$ cat src/rtl/video_stream_pkg.sv
// rtl/video_stream_pkg.sv - shared types and default geometry for the frame stream source
package video_stream_pkg;

  localparam int DEFAULT_IMG_WIDTH  = 320;
  localparam int DEFAULT_IMG_LENGTH = 240;
  localparam int PIXEL_W            = 12;

  typedef logic [PIXEL_W-1:0] pixel_t;

  typedef enum logic [1:0] {
    IDLE  = 2'd0,
    FETCH = 2'd1,
    DRAIN = 2'd2,
    DONE  = 2'd3
  } src_state_t;

  typedef struct packed {
    pixel_t data;
    logic   sop;
    logic   eop;
  } beat_t;

endpackage

$ cat src/rtl/stream_skid_fifo.sv
// rtl/stream_skid_fifo.sv - two-entry beat FIFO absorbing RAM read latency under backpressure
module stream_skid_fifo
  import video_stream_pkg::*;
(
  input  logic       clk,
  input  logic       reset,
  input  logic       push_i,
  input  beat_t      push_beat_i,
  input  logic       pop_i,
  output beat_t      head_o,
  output logic [1:0] count_o
);

  beat_t      mem_q [2];
  logic       wr_q;
  logic       rd_q;
  logic [1:0] count_q;

  // Storage, pointers and occupancy; the producer never pushes into a full FIFO.
  always_ff @(posedge clk) begin
    if (reset) begin
      mem_q[0] <= '0;
      mem_q[1] <= '0;
      wr_q     <= 1'b0;
      rd_q     <= 1'b0;
      count_q  <= 2'd0;
    end else begin
      if (push_i) begin
        mem_q[wr_q] <= push_beat_i;
        wr_q        <= ~wr_q;
      end
      if (pop_i) begin
        rd_q <= ~rd_q;
      end
      count_q <= count_q + {1'b0, push_i} - {1'b0, pop_i};
    end
  end

  assign head_o  = mem_q[rd_q];
  assign count_o = count_q;

endmodule

$ cat src/rtl/frame_stream_source.sv
// rtl/frame_stream_source.sv - streams one raster-order frame from a 1-cycle RAM per start pulse; macro TEST_PATTERN_EN adds test_pattern input
module frame_stream_source
  import video_stream_pkg::*;
#(
  parameter int IMG_WIDTH  = DEFAULT_IMG_WIDTH,
  parameter int IMG_LENGTH = DEFAULT_IMG_LENGTH,
  parameter int DATA_W     = PIXEL_W,
  parameter int ADDR_W     = 17
) (
  input  logic              clk,
  input  logic              reset,
  input  logic              start,
`ifdef TEST_PATTERN_EN
  input  logic              test_pattern,
`endif
  output logic              busy,
  output logic              frame_done,
  output logic [ADDR_W-1:0] rd_addr,
  output logic              rd_en,
  input  logic [DATA_W-1:0] rd_data,
  input  logic              ready,
  output logic              valid,
  output logic              startofpacket,
  output logic              endofpacket,
  output logic [DATA_W-1:0] data
);

  localparam int XW = (IMG_WIDTH  > 1) ? $clog2(IMG_WIDTH)  : 1;
  localparam int YW = (IMG_LENGTH > 1) ? $clog2(IMG_LENGTH) : 1;

  src_state_t        state_q, state_d;
  logic [XW-1:0]     x_q, x_d;
  logic [YW-1:0]     y_q, y_d;
  logic              inflight_q;
  logic              sop_q;
  logic              eop_q;
  logic              first_px;
  logic              last_px;
  logic              issue;
  logic              push;
  logic              pop;
  logic [2:0]        occupancy;
  logic [1:0]        fifo_count;
  logic [ADDR_W-1:0] cur_addr;
  pixel_t            push_pix;
  beat_t             push_beat;
  beat_t             head;

  assign cur_addr = ADDR_W'(y_q) * ADDR_W'(IMG_WIDTH) + ADDR_W'(x_q);
  assign first_px = (x_q == '0) && (y_q == '0);
  assign last_px  = (x_q == XW'(IMG_WIDTH - 1)) && (y_q == YW'(IMG_LENGTH - 1));

  // Slots committed next cycle: FIFO after this cycle's pop plus the read whose data lands now.
  // Counting the pop keeps 1 px/clk with ready high while never exceeding two entries.
  assign occupancy = {1'b0, fifo_count} + {2'b00, inflight_q} - {2'b00, pop};
  assign issue     = (state_q == FETCH) && (occupancy < 3'd2);
  assign push      = inflight_q;

  assign valid         = (fifo_count != 2'd0);
  assign pop           = valid && ready;
  assign data          = DATA_W'(head.data);
  assign startofpacket = valid && head.sop;
  assign endofpacket   = valid && head.eop;
  assign busy          = (state_q != IDLE);
  assign frame_done    = (state_q == DONE);
  assign rd_addr       = cur_addr;

`ifdef TEST_PATTERN_EN
  logic   tp_q;
  pixel_t pat_q;

  // Pattern mode is latched with start; the pattern pixel follows the same one-cycle path as RAM data.
  always_ff @(posedge clk) begin
    if (reset) begin
      tp_q  <= 1'b0;
      pat_q <= '0;
    end else begin
      if ((state_q == IDLE) && start) tp_q <= test_pattern;
      if (issue) pat_q <= pixel_t'(cur_addr);
    end
  end

  assign rd_en    = issue && !tp_q;
  assign push_pix = tp_q ? pat_q : pixel_t'(rd_data);
`else
  assign rd_en    = issue;
  assign push_pix = pixel_t'(rd_data);
`endif

  // Beat entering the FIFO: returned pixel plus the tags captured when its read was issued.
  always_comb begin
    push_beat      = '0;
    push_beat.data = push_pix;
    push_beat.sop  = sop_q;
    push_beat.eop  = eop_q;
  end

  stream_skid_fifo u_fifo (
    .clk         (clk),
    .reset       (reset),
    .push_i      (push),
    .push_beat_i (push_beat),
    .pop_i       (pop),
    .head_o      (head),
    .count_o     (fifo_count)
  );

  // Frame sequencing and raster counters advance on every issued read.
  always_comb begin
    state_d = state_q;
    x_d     = x_q;
    y_d     = y_q;
    case (state_q)
      IDLE:  if (start) state_d = FETCH;
      FETCH: begin
        if (issue) begin
          if (last_px) begin
            state_d = DRAIN;
            x_d     = '0;
            y_d     = '0;
          end else if (x_q == XW'(IMG_WIDTH - 1)) begin
            x_d = '0;
            y_d = y_q + YW'(1);
          end else begin
            x_d = x_q + XW'(1);
          end
        end
      end
      DRAIN: if (pop && head.eop) state_d = DONE;
      DONE:  state_d = IDLE;
      default: state_d = IDLE;
    endcase
  end

  // State, counters and the tags of the read currently in flight.
  always_ff @(posedge clk) begin
    if (reset) begin
      state_q    <= IDLE;
      x_q        <= '0;
      y_q        <= '0;
      inflight_q <= 1'b0;
      sop_q      <= 1'b0;
      eop_q      <= 1'b0;
    end else begin
      state_q    <= state_d;
      x_q        <= x_d;
      y_q        <= y_d;
      inflight_q <= issue;
      if (issue) begin
        sop_q <= first_px;
        eop_q <= last_px;
      end
    end
  end

endmodule

$ cat config.mk
export PLATFORM = sky130hd
export DESIGN_NAME = frame_stream_source
export DESIGN_NICKNAME = d
export VERILOG_FILES = /design/src/rtl/video_stream_pkg.sv /design/src/rtl/stream_skid_fifo.sv /design/src/rtl/frame_stream_source.sv
export SDC_FILE = /design/constraint.sdc
export NUM_CORES = 1
export LEC_CHECK = 0
export ABC_AREA = 1
export ABC_CLOCK_PERIOD_IN_PS = 3100
export BUFFER_PORTS_ARGS = -buffer_cell sky130_fd_sc_hd__buf_4
export CAP_MARGIN = 20
export CORE_ASPECT_RATIO = 1.75
export CORE_UTILIZATION = 40
export DETAILED_ROUTE_END_ITERATION = 7
export PLACE_DENSITY_LB_ADDON = 0.2
export SLEW_MARGIN = 20
export SYNTH_ARGS = -nofsm -noshare
export SYNTH_HDL_FRONTEND = slang
export SYNTH_SLANG_ARGS = --single-unit
$ cat constraint.sdc
create_clock -name clk -period 3.1 [get_ports clk]
set_input_delay 0.155 -clock clk [delete_from_list [all_inputs] [get_ports clk]]
set_output_delay 0.155 -clock clk [all_outputs]
set_load 0.005 [all_outputs]
==> flow_summary.html <==
<table>
<tr><th>Metric</th><th>Value</th></tr>
<tr><th colspan="2">Global route</th></tr>
<tr><td>Met2 Use GR</td><td>36.3%</td></tr>
<tr><td>Wire length of the first global-routing pass</td><td>roughly 12 mm</td></tr>
<tr><td>Global route overflow</td><td>0</td></tr>
<tr><td>Met1 track demand over resource</td><td>about 16%</td></tr>
<tr><td>Grt peak-use layer</td><td>met2</td></tr>
<tr><td>Maximum number of pins on one net before global-route repair</td><td>17</td></tr>
<tr><td>GRT Resource Usage Total</td><td>17.7%</td></tr>
<tr><td>Vias in the first global route</td><td>between 2000 and 3000</td></tr>
<tr><td>Initial antenna violation count</td><td>0</td></tr>
<tr><td>Met3 layer usage reported by global route</td><td>2.61%</td></tr>
<tr><th colspan="2">Yosys</th></tr>
<tr><td>Fraction of the yosys area taken by sequential cells</td><td>about two fifths</td></tr>
<tr><td>Cells after Synth</td><td>about 430</td></tr>
<tr><td>Share of flip-flops with an asynchronous set or reset after synthesis</td><td>0%</td></tr>
<tr><td>Average cell area after synthesis</td><td>just under 8 um^2</td></tr>
<tr><td>Number of storage elements in the synthesis netlist</td><td>55</td></tr>
<tr><td>Net count of the mapped netlist</td><td>around 480</td></tr>
<tr><td>Ys flop type</td><td>edfxtp_1</td></tr>
<tr><td>Synth warn</td><td>0</td></tr>
<tr><td>Cell area after synthesis</td><td>3350 um^2</td></tr>
<tr><td>Number of distinct library cell variants in the gate-level netlist after synthesis</td><td>32</td></tr>
<tr><td>Number of enable-type register cells in the synthesized netlist</td><td>28</td></tr>
<tr><th colspan="2">Cells and area</th></tr>
<tr><td>Diodes inserted</td><td>0</td></tr>
<tr><td>Post-layout util</td><td>roughly half</td></tr>
<tr><td>Layout overhead on the synthesized area</td><td>18.8%</td></tr>
<tr><td>Final Net Count</td><td>around 530</td></tr>
<tr><td>Commonest non-fill, non-tap cells in the layout</td><td>nand2_1 (113), inv_1 (62), nor2_1 (59)</td></tr>
<tr><td>Layout cells sized above 1</td><td>between 15 and 20%</td></tr>
<tr><td>Final instance count without filler cells</td><td>573</td></tr>
<tr><td>Most common library cell in the layout ignoring fill and taps</td><td>nand2_1</td></tr>
<tr><th colspan="2">Job</th></tr>
<tr><td>Number of maximum-capacitance constraint violations</td><td>0</td></tr>
<tr><th colspan="2">Routing</th></tr>
<tr><td>Avg WL per Cell</td><td>between 10 and 15 um</td></tr>
<tr><td>Aggregate routed wire length</td><td>roughly 7.1 mm</td></tr>
<tr><td># DRC</td><td>2</td></tr>
<tr><td>Via density per instance</td><td>approximately 5.0</td></tr>
<tr><td>Routed vias</td><td>between 2000 and 3000</td></tr>
<tr><td>Number of iterations in the first detailed-routing pass</td><td>6</td></tr>
<tr><td>Antenna Nets Post-Route</td><td>0</td></tr>
<tr><td>Initial DRC count</td><td>between 90 and 100</td></tr>
<tr><th colspan="2">Critical path</th></tr>
<tr><td>Worst setup startpoint</td><td>y_q[1]</td></tr>
<tr><td>Worst Reg-to-Reg Cells</td><td>14</td></tr>
<tr><td>Reg2reg start</td><td>u_fifo.count_o[1]</td></tr>
<tr><td>Data required time of the critical path</td><td>a little under 3 ns</td></tr>
<tr><td>Category of the critical setup timing path</td><td>register to primary output</td></tr>
<tr><td>WP data arrival</td><td>2.61 ns</td></tr>
<tr><td>Crit path max fanout</td><td>5</td></tr>
<tr><td>Crit path to</td><td>rd_addr[15]</td></tr>
<tr><td>Category of the worst setup path launch point</td><td>register</td></tr>
<tr><td>Flop-to-flop setup slack</td><td>about 0.42 ns</td></tr>
<tr><td>Reg-to-Reg End</td><td>y_q[4]</td></tr>
<tr><td>Worst setup EP type</td><td>primary output</td></tr>
<tr><th colspan="2">Timing</th></tr>
<tr><td>Fin. max-slew vios</td><td>0</td></tr>
<tr><td>Timing-limited maximum frequency</td><td>~360 MHz</td></tr>
<tr><td>Hold violation count in the final report</td><td>0</td></tr>
<tr><td>Worst Max-Slew Pin Slew</td><td>roughly 0.64 ns</td></tr>
<tr><td>Endpoints failing setup</td><td>0</td></tr>
<tr><td>Post-route clock period utilization</td><td>between 80% and 90%</td></tr>
<tr><td>Unrepaired setup endpoints after global routing</td><td>no</td></tr>
<tr><td>Final setup TNS</td><td>0 ns</td></tr>
<tr><td>Final setup slack of the worst path</td><td>around 0.33 ns</td></tr>
<tr><td>Final setup skew</td><td>around 0.0024 ns</td></tr>
<tr><td>Max transition margin</td><td>between 50% and 60%</td></tr>
<tr><td>Final min period</td><td>2.77 ns</td></tr>
<tr><th colspan="2">Clock network</th></tr>
<tr><td>Clock slew at the register clock pins of the worst setup and hold paths</td><td>0.07 ns</td></tr>
<tr><td>Latest clock arrival within the worst-skew pair</td><td>just under 0.3 ns</td></tr>
<tr><td>TritonCTS clock tree</td><td>built</td></tr>
<tr><td>Number of resized instances in the post-cts repair step</td><td>0</td></tr>
<tr><td>Bufs on Longest Clock Path</td><td>2</td></tr>
<tr><td>Quantity of hold-fixing buffers added after cts</td><td>0</td></tr>
<tr><td>Root cell of the clock tree</td><td>clkbuf_16</td></tr>
<tr><td>Clock buffers created by TritonCTS</td><td>5</td></tr>
<tr><td>Total setup buffers inserted after CTS</td><td>0</td></tr>
<tr><td>Total number of clock tree sinks</td><td>55</td></tr>
<tr><td>H-tree levels</td><td>2</td></tr>
<tr><th colspan="2">Placed design</th></tr>
<tr><td>Half-perimeter wire length after placement</td><td>approximately 5.6 mm</td></tr>
<tr><td>Count of input and output buffers</td><td>50</td></tr>
<tr><td>Routability cong.</td><td>around 0.79</td></tr>
<tr><td>Cell count after placement</td><td>565</td></tr>
<tr><td>Worst Setup Slack post-DPL</td><td>0.424 ns</td></tr>
<tr><th colspan="2">Worst hold path</th></tr>
<tr><td>Type of the tightest min-delay check</td><td>primary input to register</td></tr>
<tr><td>Hold path start</td><td>reset</td></tr>
<tr><th colspan="2">Power</th></tr>
<tr><td>Power Density</td><td>around 570 nW/um^2</td></tr>
<tr><td>Largest vdd supply drop</td><td>approximately 0.00026 V</td></tr>
<tr><td>Cell leakage power</td><td>~0.0019 uW</td></tr>
<tr><td>Overall power of the completed layout</td><td>2270 uW</td></tr>
<tr><th colspan="2">Die</th></tr>
<tr><td>Area of the placeable core</td><td>approximately 8000 um^2</td></tr>
<tr><td>Die Footprint</td><td>just under 9000 um^2</td></tr>
<tr><td>Die Span X</td><td>between 70 and 80 um</td></tr>
<tr><td>DIE HEIGHT</td><td>~120 um</td></tr>
<tr><td>I/O Pins</td><td>51</td></tr>
<tr><td>Initial Utilization</td><td>a little over two fifths</td></tr>
<tr><td>Cell row count</td><td>43</td></tr>
<tr><th colspan="2">Outcome</th></tr>
<tr><td>Status</td><td>complete, but fails checks</td></tr>
<tr><td>Violated checks</td><td>DRC</td></tr>
</table>
[critical path: stages (launching register included)]
cell and delay [ns]:
dfxtp_1 0.40, ha_1 0.26, ha_1 0.24, fa_1 0.42, nand2_1 0.11, inv_1 0.04
nor2_1 0.15, inv_1 0.06, nor2_1 0.18, nand3_1 0.13, o21bai_1 0.15, nand2_1 0.06
buf_4 0.13
[cell type report]
class | count | area (um^2)
repair buffers | 55 | 413
inverters | 62 | 233
flip-flops and latches | 55 | 1380
multi-input cells | 303 | 1670
clock inverters | 2 | 35.0
fillers | 787 | 4030
well taps | 90 | 113
clock buffers | 6 | 139
[cells in the mapped netlist, drive strengths merged (2+ instances only)]
cell	instances	share of area [%]
nand2	120	14
nor2	68	8.6
inv	62	6.9
edfxtp	28	25
dfxtp	27	16
nand3	27	4.3
ha	26	9.7
a21oi	19	2.8
o21ai	8	1.3
xor2	8	2.1
buf	7	1.5
nand4	7	1.8
clkbuf	5	0.56
nor3	4	0.60
xnor2	4	1.0
fa	3	1.8
nor4	2	0.37
[logic make-up after synthesis]
| group | after synthesis | synth area share [%] |
|---|---|---|
| AND/OR/NAND/NOR | 232 | 30.4 |
| flip-flops | 55 | 41.2 |
| adder cells (fa/ha/maj) | 29 | 11.5 |
| XOR/XNOR | 12 | 3.13 |
| AO/OA/AOI/OAI | 30 | 4.81 |
| buffers and inverters | 74 | 8.99 |
[worst min-delay path by stage]
stage,end,cells past startpoint
final,x_q[1],2
after global routing,x_q[1],2
after CTS,x_q[1],2
after detailed placement,x_q[7],2
after global placement,x_q[1],2
after floorplan,x_q[6],3
[flip-flops by register name, summed over array words and instances (netlist names), named ones only]
signal,flops
eop_q,1
inflight_q,1
sop_q,1
state_q,2
u_fifo.count_o,2
u_fifo.mem_q,28
u_fifo.rd_q,1
u_fifo.wr_q,1
x_q,9
y_q,8
[where the power goes]
part / internal, uW / total [uW] / switching [uW]
Combinational: 291 / 718 / 427
Sequential: 856 / 905 / 49.2
Clock: 401 / 651 / 250
[metal layers]
metal  up-vias  routed length (um)
li1       1463                   -
met1      1308                2580
met2        56                4100
met3        17                 218
met4         0                 230
met5         -                   0
[stage by stage]
| stage | hold slack [ns] | instance area (um^2) |
|---|---|---|
| after floorplan | 0.332 | 3350 |
| after global placement | 0.436 | 3810 |
| after detailed placement | 0.436 | 3810 |
| after CTS | 0.125 | 3980 |
| after global routing | 0.134 | 3980 |
| final | 0.129 | 3980 |
No activity file was read; power rests on OpenSTA's default activity.
